==> src/rtl/audio_sdd_pkg.sv <==
// Shared definitions for the fabric sigma-delta audio output block.
package audio_sdd_pkg;

  // Playback controller states
  typedef enum logic [1:0] {
    ST_IDLE  = 2'd0,
    ST_PRIME = 2'd1,
    ST_RUN   = 2'd2
  } sdd_state_e;

  // Offset that maps a two's complement sample onto the unsigned modulator range
  function automatic logic [31:0] MIDSCALE(input int width);
    return 32'd1 << (width - 1);
  endfunction

  // Ceiling log2, used to size pointers and the level counter
  function automatic int clog2(input int value);
    int result;
    result = 0;
    for (int i = 0; i < 31; i++) begin
      if ((32'sd1 << i) < value) begin
        result = i + 1;
      end
    end
    return result;
  endfunction

endpackage

==> src/rtl/audio_sdd_ch.sv <==
// One audio channel: held sample, offset conversion, mute, first-order
// sigma-delta accumulator and the registered bitstream output.
module audio_sdd_ch
  import audio_sdd_pkg::*;
#(
  parameter int SAMPLE_W = 16
) (
  input  logic                clk,
  input  logic                rst_n,
  input  logic                clr,
  input  logic                load,
  input  logic [SAMPLE_W-1:0] sample,
  input  logic                mute,
  output logic                sdd
);

  localparam logic [SAMPLE_W-1:0] MID = SAMPLE_W'(MIDSCALE(SAMPLE_W));

  logic [SAMPLE_W-1:0] held_r;
  logic [SAMPLE_W-1:0] acc_r;
  logic                sdd_r;
  logic [SAMPLE_W-1:0] u_s;
  logic [SAMPLE_W:0]   sum_s;

  // Offset-binary modulator input; mute forces exact 50% density
  always_comb begin
    u_s = MID;
    if (mute) begin
      u_s = MID;
    end else begin
      u_s = held_r ^ MID;
    end
    sum_s = {1'b0, acc_r} + {1'b0, u_s};
  end

  // Held sample, accumulator and carry-out flop; all cleared while idle
  always_ff @(posedge clk or negedge rst_n) begin
    if (!rst_n) begin
      held_r <= '0;
      acc_r  <= '0;
      sdd_r  <= 1'b0;
    end else if (clr) begin
      held_r <= '0;
      acc_r  <= '0;
      sdd_r  <= 1'b0;
    end else begin
      if (load) begin
        held_r <= sample;
      end
      acc_r <= sum_s[SAMPLE_W-1:0];
      sdd_r <= sum_s[SAMPLE_W];
    end
  end

  assign sdd = sdd_r;

endmodule

==> src/rtl/audio_sdd_out.sv <==
// Multi-channel sigma-delta audio output: frame FIFO, sample-rate tick,
// IDLE/PRIME/RUN playback controller and per-channel modulators.
module audio_sdd_out
  import audio_sdd_pkg::*;
#(
  parameter int CHANNELS    = 2,
  parameter int SAMPLE_W    = 16,
  parameter int FIFO_DEPTH  = 8,
  parameter int PRIME_LEVEL = 2,
  parameter int DIV_W       = 16
) (
  input  logic                               FAB_CLK,
  input  logic                               M2F_RESET_N,
  input  logic                               ENABLE,
  input  logic                               MUTE,
  input  logic [DIV_W-1:0]                   SR_DIV,
  input  logic                               S_VALID,
  input  logic [CHANNELS*SAMPLE_W-1:0]       S_DATA,
  output logic                               S_READY,
  output logic [CHANNELS-1:0]                SDD,
  output logic [clog2(FIFO_DEPTH+1)-1:0]     FIFO_LEVEL,
  output logic                               UNDERRUN,
  input  logic                               UNDERRUN_CLR,
  output logic                               RUNNING
);

  localparam int PTR_W   = clog2(FIFO_DEPTH);
  localparam int LVL_W   = clog2(FIFO_DEPTH + 1);
  localparam int FRAME_W = CHANNELS * SAMPLE_W;

  sdd_state_e         state_r;
  sdd_state_e         state_nxt_s;

  logic [FRAME_W-1:0] mem_r [FIFO_DEPTH];
  logic [PTR_W-1:0]   wr_ptr_r;
  logic [PTR_W-1:0]   rd_ptr_r;
  logic [LVL_W-1:0]   level_r;
  logic [LVL_W-1:0]   level_nxt_s;
  logic               ready_r;
  logic               ready_nxt_s;
  logic               underrun_r;
  logic               running_r;
  logic               running_nxt_s;
  logic [DIV_W-1:0]   cnt_r;
  logic [DIV_W-1:0]   div_r;

  logic               push_s;
  logic               empty_s;
  logic               start_s;
  logic               tick_s;
  logic               pop_s;
  logic               urun_set_s;
  logic               ch_clr_s;
  logic [FRAME_W-1:0] head_s;
  logic [CHANNELS-1:0] sdd_s;

  assign push_s     = S_VALID & ready_r;
  assign empty_s    = (level_r == {LVL_W{1'b0}});
  assign start_s    = (state_r == ST_PRIME) && ENABLE && (level_r >= LVL_W'(PRIME_LEVEL));
  assign tick_s     = (state_r == ST_RUN) && ENABLE && (cnt_r == div_r);
  assign pop_s      = (start_s || tick_s) && !empty_s;
  assign urun_set_s = tick_s && empty_s;
  assign head_s     = mem_r[rd_ptr_r];

  // Controller state register
  always_ff @(posedge FAB_CLK or negedge M2F_RESET_N) begin
    if (!M2F_RESET_N) begin
      state_r <= ST_IDLE;
    end else begin
      state_r <= state_nxt_s;
    end
  end

  // Next-state: dropping ENABLE always returns to IDLE
  always_comb begin
    state_nxt_s = state_r;
    if (!ENABLE) begin
      state_nxt_s = ST_IDLE;
    end else begin
      case (state_r)
        ST_IDLE:  state_nxt_s = ST_PRIME;
        ST_PRIME: begin
          if (start_s) begin
            state_nxt_s = ST_RUN;
          end else begin
            state_nxt_s = ST_PRIME;
          end
        end
        ST_RUN:   state_nxt_s = ST_RUN;
        default:  state_nxt_s = ST_IDLE;
      endcase
    end
  end

  // Controller outputs and next values of the registered status flags
  always_comb begin
    running_nxt_s = (state_nxt_s == ST_RUN);
    ready_nxt_s   = (level_nxt_s != LVL_W'(FIFO_DEPTH));
    ch_clr_s      = !ENABLE || (state_r == ST_IDLE);
  end

  // FIFO occupancy after this cycle's push and pop
  always_comb begin
    level_nxt_s = level_r;
    case ({push_s, pop_s})
      2'b10:   level_nxt_s = level_r + LVL_W'(1'b1);
      2'b01:   level_nxt_s = level_r - LVL_W'(1'b1);
      default: level_nxt_s = level_r;
    endcase
  end

  // Frame storage; contents need no reset since level gates every read
  always_ff @(posedge FAB_CLK) begin
    if (push_s) begin
      mem_r[wr_ptr_r] <= S_DATA;
    end
  end

  // FIFO pointers, level and the registered ready flag
  always_ff @(posedge FAB_CLK or negedge M2F_RESET_N) begin
    if (!M2F_RESET_N) begin
      wr_ptr_r <= '0;
      rd_ptr_r <= '0;
      level_r  <= '0;
      ready_r  <= 1'b0;
    end else begin
      if (push_s) begin
        wr_ptr_r <= wr_ptr_r + PTR_W'(1'b1);
      end
      if (pop_s) begin
        rd_ptr_r <= rd_ptr_r + PTR_W'(1'b1);
      end
      level_r <= level_nxt_s;
      ready_r <= ready_nxt_s;
    end
  end

  // Sample-rate counter; the period is re-latched at start and every tick
  always_ff @(posedge FAB_CLK or negedge M2F_RESET_N) begin
    if (!M2F_RESET_N) begin
      cnt_r <= '0;
      div_r <= '0;
    end else if (start_s || tick_s) begin
      cnt_r <= '0;
      div_r <= SR_DIV;
    end else if (state_r == ST_RUN) begin
      cnt_r <= cnt_r + DIV_W'(1'b1);
    end
  end

  // Sticky underrun flag; a new event beats a simultaneous clear
  always_ff @(posedge FAB_CLK or negedge M2F_RESET_N) begin
    if (!M2F_RESET_N) begin
      underrun_r <= 1'b0;
    end else if (urun_set_s) begin
      underrun_r <= 1'b1;
    end else if (UNDERRUN_CLR) begin
      underrun_r <= 1'b0;
    end
  end

  // Registered RUN indication
  always_ff @(posedge FAB_CLK or negedge M2F_RESET_N) begin
    if (!M2F_RESET_N) begin
      running_r <= 1'b0;
    end else begin
      running_r <= running_nxt_s;
    end
  end

  for (genvar ch = 0; ch < CHANNELS; ch++) begin : g_ch
    audio_sdd_ch #(
      .SAMPLE_W (SAMPLE_W)
    ) u_ch (
      .clk    (FAB_CLK),
      .rst_n  (M2F_RESET_N),
      .clr    (ch_clr_s),
      .load   (pop_s),
      .sample (head_s[ch*SAMPLE_W +: SAMPLE_W]),
      .mute   (MUTE),
      .sdd    (sdd_s[ch])
    );
  end

  assign S_READY    = ready_r;
  assign SDD        = sdd_s;
  assign FIFO_LEVEL = level_r;
  assign UNDERRUN   = underrun_r;
  assign RUNNING    = running_r;

endmodule

==> config.mk <==
export PLATFORM = sky130hd
export DESIGN_NAME = audio_sdd_out
export DESIGN_NICKNAME = d
export VERILOG_FILES = /design/src/rtl/audio_sdd_pkg.sv /design/src/rtl/audio_sdd_ch.sv /design/src/rtl/audio_sdd_out.sv
export SDC_FILE = /design/constraint.sdc
export NUM_CORES = 1
export LEC_CHECK = 0
export ABC_AREA = 1
export CAP_MARGIN = 20
export CORE_UTILIZATION = 64
export DETAILED_ROUTE_END_ITERATION = 8
export PLACE_DENSITY_LB_ADDON = 0.08
export SLEW_MARGIN = 30
export SYNTH_ARGS = -nofsm -noshare
export SYNTH_HDL_FRONTEND = slang
export SYNTH_HIERARCHICAL = 1
export SYNTH_SLANG_ARGS = --single-unit
export TNS_END_PERCENT = 30
==> constraint.sdc <==
create_clock -name FAB_CLK -period 5.7 [get_ports FAB_CLK]
set_input_delay 0.855 -clock FAB_CLK [delete_from_list [all_inputs] [get_ports FAB_CLK]]
set_output_delay 0.855 -clock FAB_CLK [all_outputs]
set_load 0.02 [all_outputs]
Word-level counts from Yosys, hierarchy flattened:

Memory sizes are Yosys's and may differ from the RTL's.
Cells that the tools add are included.

* bits in registers: 113
* latch bits: 0
* bits in writable memories: 256
* bits in read-only memories: 0
* logic and storage cells: 69
* memories kept: 1

* add/subtract/negate cells: 7
* multiply operators: 0
* div/mod/pow operators: 0
* order comparisons: 1
* eq/ne operators: 7
* shift-type cells: 0
* muxes and demuxes: 20
* bitwise operators: 3
* reductions and logical operators: 15

Memories
* mem_r: words 8, bits a word 32, rd ports 1, clocked after memory_dff 0, write ports 1, line audio_sdd_out.sv:34 `logic [FRAME_W-1:0] mem_r [FIFO_DEPTH];`

Operator list (number)
* 2-to-1 mux 16 bit: 10
* adder 16 x 16 -> 17 bit: 2
* adder 16 x 1 -> 16 bit (second input constant): 1
* equality test 16 bit: 1
* case mux 4 bit (2 select lines): 1
* adder 3 x 1 -> 3 bit (second input constant): 2
* equality test 2 bit (second input constant): 3
* logical AND 1 bit: 6
* 2-to-1 mux 1 bit: 6
* case mux 2 bit (3 select lines): 1
* nonzero test 2 bit: 3
* adder 4 x 1 -> 4 bit (second input constant): 1
* equality test 2 x 1 -> 1 bit (second input constant): 2
* greater-or-equal comparator 4 x 2 -> 1 bit (second input constant): 1
* zero test 4 bit: 1
* 2-to-1 mux 2 bit: 2
* != test 4 bit (second input constant): 1
* subtractor 4 x 1 -> 4 bit (second input constant): 1
* zero test 1 bit: 2
* zero test 2 bit: 1
* logical OR 1 bit: 2
* NOT 1 bit: 2
* AND 1 bit: 1

Longest topological paths before layout:

Gate-level depths: netlist of run 1.

* word-level depth: 8
* depth in mapped cells: 20

Cells and area by module:

Netlist of run 1, hierarchy kept.

Modules (own cells, without submodules)
* audio_sdd_out: instances 1, cells an instance 1049, area each 12250.5 sq um, seq. area each 8863.5 sq um
* audio_sdd_ch: instances 2, cells an instance 314, area each 2258.4 sq um, seq. area each 825.8 sq um

Worst setup path after synthesis of run 1:

Ideal clock, no wire load.

* path kind: input -> register
* from: input S_VALID
* to: memory mem_r[0][0] (netlist bit), enable pin
* setup time: 0.421 ns
* arrival: 2.692 ns
* path slack: 2.587 ns
* cell stages on the path: 3
* path buffers: 0
* path through: nand2_1 or2_2 nor2_1

* cells in the longest elaborated chain, start to end: 3

RTL lines
* start: declaration: line audio_sdd_out.sv:17 `input logic S_VALID,`
* AND 1 bit: line audio_sdd_out.sv:57 `assign push_s = S_VALID & ready_r;`
* 2-to-1 mux 1 bit: line audio_sdd_out.sv:114 `if (push_s) begin`
* 2-to-1 mux 1 bit (implied by the code): line audio_sdd_out.sv:115 `mem_r[wr_ptr_r] <= S_DATA;`
* end: declaration: line audio_sdd_out.sv:34

No other way between the ends.

Worst setup path after layout of run 1:

* from: input ENABLE
* to: register g_ch[0].u_ch.held_r[2]

* cells in the longest elaborated chain, start to end: 5
* elaborated cells between the ends (all ways): 10
* those cells by class: mux (1); reduce/logical (9)

RTL lines
* start: declaration: line audio_sdd_out.sv:14 `input logic ENABLE,`
* logical AND 1 bit (on tied branches) (2 in a row): line audio_sdd_out.sv:59, audio_sdd_out.sv:60
* logical OR 1 bit (*): line audio_sdd_out.sv:61 `assign pop_s = (start_s || tick_s) && !empty_s;`
* logical AND 1 bit (*): line audio_sdd_out.sv:61
* net pop_s: line audio_sdd_out.sv:51 `logic pop_s;`
* nonzero test 2 bit (no source line) (*)
* end signal: assignment: line audio_sdd_ch.sv:48 `held_r <= sample;`
* end: declaration: line audio_sdd_ch.sv:19 `logic [SAMPLE_W-1:0] held_r;`

Mark *: on every way through the listed nets, which the timed path passes. The rest lies on a longest branch.
A chain may end at the register's enable or synchronous reset.

==> out/metrics.yaml, run 1 <==
status: "complete, no violations"
path_class: "input pin to register"
seqPwrFrac: 0.425
drc: 0
netlist_instances: 1677
arrival_ns: 3.65
place_congestion: 0.8560
io_pins: 63
grt_pass1_wl_um: 56150
powerDensity_nw_per_um2: 436.7
clock_sinks: 369
setup_viol: 0
syn_avg_cell_area_um2: 9.998
diodes: 0
grt_setup_unrepaired: "false"
p_sw_mw: 2.907
ys_seq_area_frac: 0.6271
grt_max_degree: 87
end_kind: "register"
grt_pass1_vias: 11110
start_util: 0.6583
cap_viol_max_count: 0
fin_crit_ns: 3.277
finish.instance_area_um2: 18900
cts_resized: 0
synth_top_flop_cell: "edfxtp_1"
worstMarginPinSlew_ns: 0.9139
rr_startpoint: "cnt_r[5]"
core_um2: 25470
overflow: 0
syn_area_um2: 16770
power.internal_mw: 5.348
clkTransAtPathRegs_ns: 0.06
synth_cell_types: 39
max_slew_margin: 0.3907
fin_setup_tns_ns: 0
synth.area.top_cells: "edfxtp_1 46%, dfrtp_1 17%, nor2_1 7.1%, o21ai_0 5.4%, nand2_1 5.1%"
syn-num-nets: 1770
nFillCells: 1771
ir_drop_mv: 0.3044
clock.fmax_ghz: 0.3051
cp-start-kind: "input pin"
synth_edf_count: 256
fin_skew_ns: 0.02259
synth.top_cell.area_share: 0.4585
wire_per_inst_um: 16.61
path_max_fanout: 46
dp_hpwl_um: 20920
routed_wl_um: 34610
chipHeight_um: 163.9
critPathRequiredTime_ns: 6.07
row_count: 58
slew_viol_final: 0
ys_ff_latch: 369
switching_share: 0.3521
vias_per_cell: 5.577
cts_buffer_depth: 3
first_pass_iters: 7
cts_tree: "yes"
dpl_worst_slack_ns: 1.914
clkLatencyLatePin_ns: 0.53
cpPeakStageDelay_ns: 0.59
cts_root_buffer: "clkbuf_16"
total_power_mw: 8.255
p_leak_nw: 7.598
hold_violations: 0
setup_ws_ns: 2.423
synth_area_leader_cell: "edfxtp_1"
route.vias.total: 11620
finalCritPeriodShare: 0.5750
die-area_um2: 26850
h-tree-depth: 2
syn_to_final_growth_pct: 12.73
crit_slowest_cell: "or2_1"
nNetsFinal: 1820
numCtsBuffers: 38
fp.dieW_um: 163.9
min_path_type: "input pin to asynchronous set/reset pin"
ant_nets: 0
cts_hold_buffers: 0
grt_use_total: 0.2690
synthArstFlopShare: 0.3062
p_clk_frac: 0.280
cts_setup_buffers: 0
drive_gt1_frac: 0.1049
portBuffers: 62
path_cells: "clkdlybuf4s50_1, inv_1, nor2_2, nand3_1, nor2_1, nand3_1, nand2_4, nand2_1, inv_1, buf_4, or2_1, o21ai_0"
drt-initial-drc-count: 971
yosysWarningCount: 6
grt_antenna_before_repair: 3
placed_cell_area_um2: 17740
startpoint: "ENABLE"
combPwrFrac: 0.295
## layout by cell type, fill, tap and decap left out, types with 5 or more instances in the layout
cell,synthesis,final
nor2_1,318,310
edfxtp_1,256,256
nand2_1,230,230
o21ai_0,181,181
inv_1,163,160
dfrtp_1,113,111
nand3_1,62,62
clkdlybuf4s50_1,0,60
a21oi_1,41,41
clkbuf_16,0,38
ha_1,37,37
o22ai_1,33,33
a31oi_1,33,33
inv_2,22,24
nand2_2,24,24
o21ai_2,20,20
buf_4,2,15
nor2_2,10,10
clkinv_2,0,10
nor2_4,1,9
nand4_1,8,8
xor2_1,8,8
nor3_2,7,7
clkbuf_1,56,6
nand3_2,5,5
nor3_1,5,5
clkinv_1,0,5
## cell usage after synthesis, types with 3 or more instances
cell type	instances
nor2_2	10
nor3_1	5
edfxtp_1	256
nor2_1	318
or2_2	4
inv_2	22
clkbuf_1	56
inv_1	163
buf_2	7
a21oi_1	41
ha_1	37
xor2_1	8
o21ai_1	3
nor3b_1	3
nand3_2	5
nand3_1	62
nand2_2	24
o21ai_0	181
o21ai_2	20
dfrtp_1	113
nand4_1	8
o22ai_1	33
xnor2_1	4
and2_1	4
nand2_1	230
a31oi_1	33
nor3_2	7
## per-stage QoR
step / std cells / hold slack, ns / util
after detailed placement: 2017 / 0.4873 / 0.6965
after global routing: 2084 / 0.3874 / 0.7421
after global placement: 2015 / 0.4769 / 0.6944
after CTS: 2084 / 0.4937 / 0.7421
final: 2084 / 0.3269 / 0.7421
after floorplan: 1677 / 0.4625 / -
## power by group through the flow
stage               Combinational [mW]  Sequential, mW  Clock, mW
finish                            2.44            3.51       2.31
global route                      2.73            3.55       2.44
CTS                               2.43            3.51       2.34
detailed placement                2.41            3.55          0
global placement                  2.32            3.54          0
floorplan                         1.65            3.51          0
## final timing paths
kind	to	cells after the start	slack, ns
max in group asynchronous	rd_ptr_r[0]	2	4.29
min	g_ch[0].u_ch/acc_r[9]	1	0.33
min reg2reg	div_r[14]	2	0.50
max reg2reg	g_ch[0].u_ch/held_r[2]	13	2.70
max	g_ch[0].u_ch/held_r[2]	12	2.42
min in group FAB_CLK	div_r[14]	2	0.50
## state kept, by name (all words and copies together), names as in the netlist, 2 cells and up
name and cells:
FIFO_LEVEL 4, cnt_r 16, div_r 16, g_ch.u_ch/acc_r 32, g_ch.u_ch/held_r 32, g_ch.u_ch/sdd 2, mem_r 256, rd_ptr_r 3
state_r 2, wr_ptr_r 3
## cells by family after synthesis
logic type                 Yosys count  share of synthesized area
and+or+nand+nor                    688                     0.1739
DFF                                369                     0.6271
xor gates and xnor gates            12                   0.006268
adders and majority gates           39                    0.03000
buffers and inverters              254                    0.05873
AOI/OAI and AO/OA                  315                     0.1040
## cell type report
type                       instances  area, um2  area share
sequential                       369      10520      0.5566
timing repair buffer              79      784.5     0.04150
inverter                         185      695.7     0.03680
clock buffer                      46       1001     0.05296
tap                              330      412.9     0.02184
multi-input combinational       1054       5328      0.2819
clock inverter                    21      160.2    0.008473
## per-layer routing
layer | track usage | vias up | routed length (um)
met5 | 0 | - | 37
met4 | 0.09091 | 6 | 739
met3 | 0.05328 | 74 | 2396
met2 | 0.4224 | 326 | 16120
met1 | 0.3785 | 5494 | 15310
li1 | - | 5722 | -
## critical path, delay by kind of cell
| family | cells | cell delay (ns) |
|---|---|---|
| simple gates | 7 | 1.59 |
| compound gates | 1 | 0.19 |
| buf+inv | 4 | 0.98 |
Power figures use the tool's default switching activity.
==> run 2: changes to the inputs <==
CORE_UTILIZATION = 55   (was 64)
clock period = 2.7 ns   (was 5.7 ns; I/O delays follow)
==> run 2 against run 1 <==
Non-clock buffer count grew 27. Hold slack improved by 0.073 ns. Cell count grew 4.5%.
==> out/metrics.yaml, run 2 (same netlist as run 1, synthesis figures left out) <==
routed_wl_um: 35300
vias_per_cell: 5.286
power.internal_mw: 11.94
io_pins: 63
cp-start-kind: "register"
place_congestion: 0.8599
core_um2: 29800
diodes: 0
die-area_um2: 31190
hold_slack_ns: 0.3996
fin_util: 0.6542
wire_per_inst_um: 16.21
seqPwrFrac: 0.401
finalCritPeriodShare: 0.9111
p_leak_nw: 7.839
numCtsBuffers: 40
clock_sinks: 369
arrival_ns: 2.88
h-tree-depth: 2
finalNonFillerCells: 2178
ir_drop_mv: 0.6355
status: "complete, no violations"
drc: 0
path_class: "register to register"
rr_worst_depth: 16
fin_setup_tns_ns: 0
reg.largest.list: "mem_r x256, g_ch.u_ch/acc_r x32, g_ch.u_ch/held_r x32"
clkLatencyLatePin_ns: 0.54
worstMarginPinSlew_ns: 0.5877
first_pass_iters: 5
portBuffers: 62
max_slew_margin: 0.6082
ant_nets: 0
rr_startpoint: "state_r[0]"
final_common_cell: "nor2_1"
fp.dieW_um: 176.6
overflow: 0
grt_antenna_before_repair: 0
setup_ws_ns: 0.2401
grt_pass1_vias: 11090
switching_share: 0.3432
cap_viol_max_count: 0
chipHeight_um: 176.6
start_util: 0.5627
p_sw_mw: 6.241
drt-initial-drc-count: 788
dp_hpwl_um: 21160
dpl_worst_slack_ns: -0.2524
cts_tree: "yes"
layout_common_cells: "308 x nor2_1, 256 x edfxtp_1, 229 x nand2_1"
route.vias.total: 11510
min_path_type: "input pin to asynchronous set/reset pin"
clkTransAtPathRegs_ns: 0.06
cts_root_buffer: "clkbuf_16"
p_clk_frac: 0.294
startpoint: "state_r[0]"
nNetsFinal: 1849
cts_buffer_depth: 3
powerDensity_nw_per_um2: 932.8
grt_use_total: 0.2330
fin_skew_ns: 0.02650
slew_viol_final: 0
grt_pass1_wl_um: 56660
fin_crit_ns: 2.460
path_max_fanout: 5
combPwrFrac: 0.305
hold_violations: 0
largest_reg_flops: 256
end_kind: "register"
nFillCells: 2334
critPathRequiredTime_ns: 3.12
syn_to_final_growth_pct: 16.25
drive_gt1_frac: 0.1191
largest_register: "mem_r"
clock.fmax_ghz: 0.4065
dpl.cell_count: 2101
row_count: 63
setup_viol: 0
grt_max_degree: 130
-- run 2: changes by cell type in the layout (fill, tap and decap cells not counted), sizes merged --
cell and change:
clkbuf +10, clkdlybuf4s50 +1, buf +25, inv -1, dlygate4sd3 +1, clkinvlp -4
bufinv +2
-- run 2: power by group through the flow --
stage	Sequential, mW	Combinational (mW)	Clock (mW)
3_5_place_dp	7.40	5.52	0
3_3_place_gp	7.38	5.40	0
2_1_floorplan	7.41	3.47	0
4_1_cts	7.29	5.53	5.43
5_1_grt	7.37	6.14	5.68
6_report	7.30	5.54	5.35
-- run 2: final cells by class --
cell class,count,area [um2],share of cell area
clock inverters,18,193.9,0.009949
clock buffers,56,1102,0.05655
repair buffers,106,1151,0.05905
inverters,185,695.7,0.03569
multi-input cells,1054,5340,0.2740
flip-flops and latches,369,10520,0.5398
well taps,390,488.0,0.02503
-- run 2: worst max-delay path, stage by stage (launching register included) --
cell and delay [ns]:
dfrtp_1 0.39, inv_2 0.09, nand2_2 0.11, nor2_2 0.10, nand3_1 0.09, nor2_2 0.13, nand3_2 0.11, nand2_4 0.10
nand4_1 0.13, nand2_1 0.11, inv_2 0.04, ha_1 0.25, o21ai_0 0.15, inv_1 0.08, or2_2 0.28, nor2_1 0.10
nand3_1 0.09
-- run 2: path summary, 6_finish.rpt --
kind / to / slack (ns)
worst max-delay path: S_READY / 0.24
worst min-delay path: g_ch[0].u_ch/acc_r[7] / 0.40
worst max register to register: S_READY / 0.24
worst min register to register: div_r[14] / 0.49
max in group asynchronous: rd_ptr_r[0] / 1.58
min in group FAB_CLK: div_r[14] / 0.43
-- run 2: what timing repair did --
action                                  CTS  global route
setup buffers                             0             2
resized for setup                         0             5
hold buffers                              1             0
hold endpoints to repair                 35             0
endpoints found under the setup margin    0             1
-- run 2: layer usage --
| layer | part of all wire | vias up | wire length (um) | track usage |
|---|---|---|---|---|
| li1 | - | 5792 | - | - |
| met1 | 0.46 | 5442 | 16260 | 0.3219 |
| met2 | 0.47 | 232 | 16750 | 0.3866 |
| met5 | 0 | - | 0 | 0 |
| met4 | 0.018 | 0 | 635 | 0.06250 |
| met3 | 0.047 | 46 | 1643 | 0.03359 |
-- run 2: metrics by stage --
stage | power, mW | area, um2
CTS | 18.26 | 19460
global placement | 12.79 | 18160
detailed placement | 12.91 | 18160
floorplan | 10.88 | 16770
global route | 19.19 | 19490
finish | 18.18 | 19490
